$ cat src/rtl/fetch_decoder.sv
// Instruction fetch/decode stage: fetches one word per instruction at pc, decodes
// control class, immediate, jump-register target and branch condition, and paces the PC.
module fetch_decoder #(
  parameter logic [5:0]  HALT_OP = 6'h3F,
  parameter int unsigned COUNT_W = 32
) (
  input  logic               clk,
  input  logic               rst_n,
  input  logic [31:0]        pc,
  output logic               imem_req,
  output logic [31:0]        imem_addr,
  input  logic [31:0]        imem_rdata,
  input  logic               imem_valid,
  output logic [4:0]         rf_raddr,
  input  logic [31:0]        rf_rdata,
  input  logic               zero_flag,
  output logic               halt,
  output logic [2:0]         opcode,
  output logic [15:0]        addr,
  output logic [31:0]        jreg,
  output logic               condition_bit,
  output logic               stopped,
  output logic [COUNT_W-1:0] instr_count
);

  localparam logic [5:0] OP_SPECIAL = 6'h00;
  localparam logic [5:0] OP_J       = 6'h02;
  localparam logic [5:0] OP_BEQ     = 6'h04;
  localparam logic [5:0] OP_BNE     = 6'h05;
  localparam logic [5:0] FN_JR      = 6'h08;

  localparam logic [2:0] CLS_SEQ = 3'b000;
  localparam logic [2:0] CLS_J   = 3'b100;
  localparam logic [2:0] CLS_JR  = 3'b101;
  localparam logic [2:0] CLS_BEQ = 3'b110;
  localparam logic [2:0] CLS_BNE = 3'b111;

  typedef enum logic [1:0] {
    ST_RESET = 2'd0,
    ST_FETCH = 2'd1,
    ST_EXEC  = 2'd2,
    ST_STOP  = 2'd3
  } state_t;

  state_t             state;
  logic [31:0]        ir;
  logic [COUNT_W-1:0] count;

  logic [5:0] ir_op;
  logic [5:0] ir_funct;
  logic       ir_is_halt;
  logic       in_exec;
  logic       unused_rt;

  assign ir_op      = ir[31:26];
  assign ir_funct   = ir[5:0];
  assign ir_is_halt = (ir_op == HALT_OP);
  assign in_exec    = (state == ST_EXEC);
  assign unused_rt  = ^ir[20:16];

  // Sequencer: IR and the retired count are captured on the accepting fetch edge,
  // so the count already includes the instruction while it sits in EXEC.
  always_ff @(posedge clk or negedge rst_n) begin
    if (!rst_n) begin
      state <= ST_RESET;
      ir    <= '0;
      count <= '0;
    end else begin
      case (state)
        ST_RESET: state <= ST_FETCH;
        ST_FETCH: begin
          if (imem_valid) begin
            ir    <= imem_rdata;
            count <= count + COUNT_W'(1);
            state <= ST_EXEC;
          end
        end
        ST_EXEC:  state <= ir_is_halt ? ST_STOP : ST_FETCH;
        ST_STOP:  state <= ST_STOP;
        default:  state <= ST_RESET;
      endcase
    end
  end

  // Fetch-side outputs follow state directly so reset clears them without a clock edge.
  always_comb begin
    imem_req    = (state == ST_FETCH);
    imem_addr   = pc;
    rf_raddr    = ir[25:21];
    halt        = !(in_exec && !ir_is_halt);
    stopped     = (state == ST_STOP) || (in_exec && ir_is_halt);
    instr_count = count;
  end

  // Decode; register-file data and zero flag pass through combinationally in EXEC.
  always_comb begin
    opcode        = CLS_SEQ;
    addr          = '0;
    jreg          = '0;
    condition_bit = 1'b0;
    if (in_exec) begin
      addr = ir[15:0];
      if (ir_is_halt) begin
        opcode = CLS_SEQ;
      end else begin
        case (ir_op)
          OP_J:       opcode = CLS_J;
          OP_BEQ: begin
            opcode        = CLS_BEQ;
            condition_bit = zero_flag;
          end
          OP_BNE: begin
            opcode        = CLS_BNE;
            condition_bit = !zero_flag;
          end
          OP_SPECIAL: begin
            if (ir_funct == FN_JR) begin
              opcode = CLS_JR;
              jreg   = rf_rdata;
            end
          end
          default:    opcode = CLS_SEQ;
        endcase
      end
    end
  end

endmodule

$ cat config.mk
export PLATFORM = sky130hd
export DESIGN_NAME = fetch_decoder
export DESIGN_NICKNAME = d
export VERILOG_FILES = /design/src/rtl/fetch_decoder.sv
export SDC_FILE = /design/constraint.sdc
export NUM_CORES = 1
export LEC_CHECK = 0
export CAP_MARGIN = 10
export CELL_PAD_IN_SITES_DETAIL_PLACEMENT = 0
export CELL_PAD_IN_SITES_GLOBAL_PLACEMENT = 1
export CORE_MARGIN = 2
export CORE_UTILIZATION = 25
export CTS_BUF_LIST = sky130_fd_sc_hd__clkbuf_16
export CTS_CLUSTER_DIAMETER = 60
export CTS_CLUSTER_SIZE = 25
export DETAILED_ROUTE_END_ITERATION = 10
export PLACE_DENSITY_LB_ADDON = 0.1
export SYNTH_ARGS = -nofsm -noshare
export SYNTH_HDL_FRONTEND = slang
export SYNTH_SLANG_ARGS = --single-unit
$ cat constraint.sdc
create_clock -name clk -period 2.8 [get_ports clk]
set_input_delay 0.7 -clock clk [delete_from_list [all_inputs] [get_ports clk]]
set_output_delay 0.7 -clock clk [all_outputs]
set_load 0.05 [all_outputs]
-- Yosys cells after proc, flatten, opt, wreduce, memory -nomap -nowiden
Cells that the tools add are included.
W data, S select, Z words.
- output and inout port bits: 124
- word-level logic and storage cells: 37
- register bits: 66
- eq/ne operators: 9
- reductions and logical operators: 9
- add/subtract/negate cells: 1
- multiplexer cells: 15
- operators by type and width (cell ; count):
    $mux W32 ; 4
    $add A32 B1 Y32 const B ; 1
    $mux W16 ; 1
    $eq A6 B3 Y1 const B ; 2
    $pmux W3 S4 ; 1
    $mux W3 ; 3
    $pmux W2 S4 ; 1
    $eq A6 B2 Y1 const B ; 1
    $eq A6 B4 Y1 const B ; 1
    $eq A6 B6 Y1 const B ; 1
    $logic_not A6 Y1 ; 1
    $eq A2 B2 Y1 const B ; 2
    $mux W2 ; 2
    $logic_not A1 Y1 ; 3
    $eq A2 B1 Y1 const B ; 1
    $logic_and A1 B1 Y1 ; 2
    $logic_not A2 Y1 ; 1
    $mux W1 ; 2
    $ne A2 B1 Y1 const B ; 1
    $pmux W1 S2 ; 1
    $reduce_and A2 Y1 ; 1
    $logic_or A1 B1 Y1 ; 1

-- Logic depth before layout (Yosys ltp)
Gate-level depths: netlist of run 1.
- depth after elaboration: 5
- mapped depth: 7

-- Worst setup path after synthesis of run 1
No wires, ideal clock.
- path kind: flip-flop to output port
- start point: reg state[0]
- end point: out condition_bit
- arrival time: 2.343 ns
- data required time: 2.100 ns
- setup slack: -0.243 ns
- path buffers: 0
- stages on the path, launching flop included: 4
- path through: dfrtp_1 > nor2b_1 > o21ai_1 > nor3_1
- word-level cells in the longest chain between the ends: 2
- RTL lines (what ; line ; RTL):
    from (decl) ; 45 ; state_t state;
    from (signal assigned) ; 78 ; ST_EXEC: state <= ir_is_halt ? ST_STOP : ST_FETCH;
    $eq A2 B2 Y1 ; 58 ; assign in_exec = (state == ST_EXEC);
    $mux W1 ; 101 ; if (in_exec) begin
    to (decl) ; 21 ; output logic condition_bit,
Every way passes these cells.

-- Final worst setup path of run 1
- start point: reg ir[30]
- end point: out jreg[16]
- word-level cells in the longest chain between the ends: 4
- RTL lines (what ; line ; RTL):
    from (decl) ; 46 ; logic [31:0] ir;
    from (signal assigned) ; 73 ; ir <= imem_rdata;
    $logic_not A6 Y1 ; 106 ; case (ir_op)
    $mux W32 ; 106 ;
    $mux W32 * ; 103 ; if (ir_is_halt) begin
    $mux W32 * ; 101 ;
    to (decl) ; 20 ; output logic [31:0] jreg,
Mark *: on every way between the ends. The rest lies on a longest branch, timed or not.

==> results of run 1 <==
cell usage after synthesis (all sizes together):
| master | n | area (um^2) |
|---|---|---|
| mux2i | 1 | 10.0 |
| or2 | 1 | 6.26 |
| a21oi | 2 | 10.0 |
| nand4 | 9 | 71.3 |
| nand3 | 7 | 35.0 |
| and3 | 1 | 6.26 |
| nand4b | 1 | 8.76 |
| o21ai | 1 | 5.00 |
| xnor2 | 17 | 149 |
| and2 | 48 | 300 |
| dfrtp | 61 | 1530 |
| or4b | 2 | 20.0 |
| nor3 | 7 | 45.0 |
| nor2 | 16 | 60.1 |
| inv | 8 | 30.0 |
| xor2 | 15 | 131 |
| ha | 1 | 12.5 |
| nor2b | 2 | 12.5 |
| or4 | 3 | 22.5 |
| nand2b | 1 | 6.26 |
| nor4 | 9 | 103 |
| nand2 | 101 | 379 |
| clkbuf | 11 | 41.3 |
| and4 | 3 | 26.3 |
| o21a | 1 | 7.51 |
| buf | 38 | 289 |
| nor4b | 1 | 8.76 |
registers in the layout (all words and copies together) (netlist names):
signal	cells
state	2
ir	27
instr_count	32
power by group through the flow:
stage | Combinational [mW] | Sequential (mW) | Clock, mW
finish | 0.586 | 1.19 | 1.03
global route | 0.644 | 1.22 | 1.11
CTS | 0.584 | 1.19 | 1.07
detailed placement | 0.576 | 1.19 | 0
global placement | 0.568 | 1.18 | 0
floorplan | 0.436 | 1.22 | 0
final timing paths:
kind	start	slack (ns)	endpoint	cells past startpoint
worst max-delay path	ir[30]	0.13	jreg[16]	6
worst min-delay path	rst_n	0.37	instr_count[5]	2
worst max register to register	instr_count[7]	0.79	instr_count[28]	5
worst min register to register	ir[10]	0.46	ir[10]	2
max in group asynchronous	rst_n	2.13	ir[2]	2
min in group clk	ir[10]	0.46	ir[10]	2
through the flow:
step	power, mW	worst slack (ns)	std cells	util, %
2_1_floorplan	1.66	0.202	368	-
3_3_place_gp	1.75	0.212	657	40.9
3_5_place_dp	1.76	0.141	657	40.9
4_1_cts	2.84	0.0208	671	43.1
5_1_grt	2.97	-0.00546	674	43.5
6_report	2.81	0.133	674	43.5
layer usage:
| metal | vias up | routed length [um] | GRT usage (%) |
|---|---|---|---|
| li1 | 1393 | - | - |
| met1 | 1296 | 4130 | 17.0 |
| met2 | 108 | 4700 | 22.4 |
| met3 | 26 | 785 | 4.98 |
| met4 | 0 | 175 | 5.22 |
| met5 | - | 0 | 0 |
cell families after synthesis:
group           count (synthesis)  share of synthesized area (%)
compound gates                  4                          0.678
xor+xnor                       32                           8.43
fa+ha+maj                       1                          0.376
buf+inv                        57                           10.8
flops                          61                           45.9
mux                             1                          0.301
simple gates                  212                           33.4
worst max-delay path, stage by stage (launching register included):
cell,delay [ns]
dfrtp_1,0.43
nor4_4,0.30
nand4_1,0.20
nor2_4,0.21
buf_6,0.18
and2_1,0.19
buf_12,0.14
final cells by class:
class / instances / area [um^2] / share of cell area, %
Timing Repair Buffer: 165 / 2160 / 38.0
Inverter: 8 / 30.0 / 0.528
Clock buffer: 9 / 225 / 3.96
Sequential cell: 61 / 1530 / 26.8
Multi-Input combinational cell: 250 / 1480 / 26.0
Clock inverter: 5 / 46.3 / 0.814
Tap cell: 176 / 220 / 3.87
what timing repair did:
item | CTS | global route
pin swaps | 0 | 3
gates resized for setup | 3 | 8
setup buffers | 0 | 2
endpoints found under the setup margin | 32 | 32
endpoints found under the hold margin | 0 | 0
gates cloned | 0 | 1
==> results.py, run 1 <==
metrics = {
    "status": {
        "status": "finished, final reports clean",
    },
    "sta": {
        "tightest_slew_ns": 0.555,
        "finalCritPeriodShare_pct": 95.3,
        "slew_violations": 0,
        "hold_violations": 0,
        "min_period_ns": 2.67,
        "skew_ns": 0.00360,
        "setup_tns_ns": 0,
        "hold-worst-slack_ns": 0.372,
        "fmax_mhz": 375,
        "setup_viol": 0,
        "max-slew-margin-rel_pct": 63.0,
    },
    "grt": {
        "gr-usage-all-layers_pct": 13.9,
        "grt_pass1_vias": 2832,
        "gr-total-overflow": 0,
        "grt_pass1_wl_mm": 15.4,
        "grt_start_max_net_pins": 62,
        "antenna_found_initial": 0,
    },
    "power_and_ir_drop": {
        "power-per-cell-area_nw_per_um2": 494,
        "swShare_pct": 29.6,
        "ir_drop_mv": 0.366,
        "internal-power_mw": 1.98,
        "clock_power_share_pct": 36.7,
        "seq_power_share_pct": 42.4,
        "p_leak_nw": 2.49,
        "combPwrFrac_pct": 20.9,
        "p_switching_uw": 830,
    },
    "floorplanning": {
        "dieArea_um2": 14200,
        "start_util_pct": 25.4,
        "row_count": 42,
        "coreArea_um2": 13100,
        "die_w_um": 119,
        "die_h_um": 119,
        "io-pin-count": 224,
    },
    "yosys": {
        "syn_area_per_cell_um2": 9.03,
        "seq_area_frac_synth_pct": 45.9,
        "synth_area_um2": 3320,
        "ys_ff_latch": 61,
        "yosysUniqueCellTypes": 33,
        "yosys_warnings": 0,
        "synthCells": 368,
        "synth_fp_nets": 469,
    },
    "routing": {
        "wire_per_inst_um": 14.5,
        "drt-pass1-iter-count": 4,
        "ant_nets": 0,
        "drc": 0,
        "vias_per_cell": 4.19,
        "drtIter0Drc": 94,
        "via_count": 2823,
        "totalWireLength_mm": 9.80,
    },
    "place": {
        "numPortBuffers": 154,
        "place_area_um2": 5350,
        "dp_hpwl_mm": 7.22,
        "gp_congestion": 0.733,
    },
    "cells_and_area": {
        "fillers": 1234,
        "syn2layout_area_growth_pct": 71.1,
        "diodes": 0,
        "stdcell_area_um2": 5690,
        "final_common_cell": "nand2_1",
        "num-nets-final": 596,
        "drive_gt1_share_pct": 18.9,
        "most-common-layout-cells": "nand2_1, clkdlybuf4s50_1, dfrtp_1, buf_12, and2_1",
    },
    "clock_tree": {
        "htree_levels": 3,
        "cts_buffers": 9,
        "clk_latency_ns": 0.33,
        "clk_root_buffer_cell": "clkbuf_16",
        "tritoncts": "done",
        "cts_buffer_depth": 2,
        "hold_buffers": 0,
        "numClockSinks": 61,
        "path_clk_slew_ns": 0.05,
    },
    "worst_setup_path": {
        "critPathMaxFanout": 16,
        "end_kind": "output pin",
        "startpoint_type": "register",
        "required_ns": 2.10,
        "arrival_ns": 1.97,
        "critPathKind": "reg -> out",
    },
    "worst_hold_path": {
        "hp-class": "in -> async",
    },
    "run": {
        "drv_cap": 0,
    },
}
Power figures use the tool's default switching activity.
==> inputs of run 2 (changes only) <==
--- a/config.mk
+++ b/config.mk
@@ -15,6 +15,7 @@
 export CTS_CLUSTER_SIZE = 25
 export DETAILED_ROUTE_END_ITERATION = 10
 export PLACE_DENSITY_LB_ADDON = 0.1
+export SKIP_CTS_REPAIR_TIMING = 1
 export SYNTH_ARGS = -nofsm -noshare
 export SYNTH_HDL_FRONTEND = slang
 export SYNTH_SLANG_ARGS = --single-unit
==> results of run 2 <==
The final DEF is identical to that of run 1; final timing and power are the same.
Main changes from that run: met1 usage 17.0% -> 16.9%
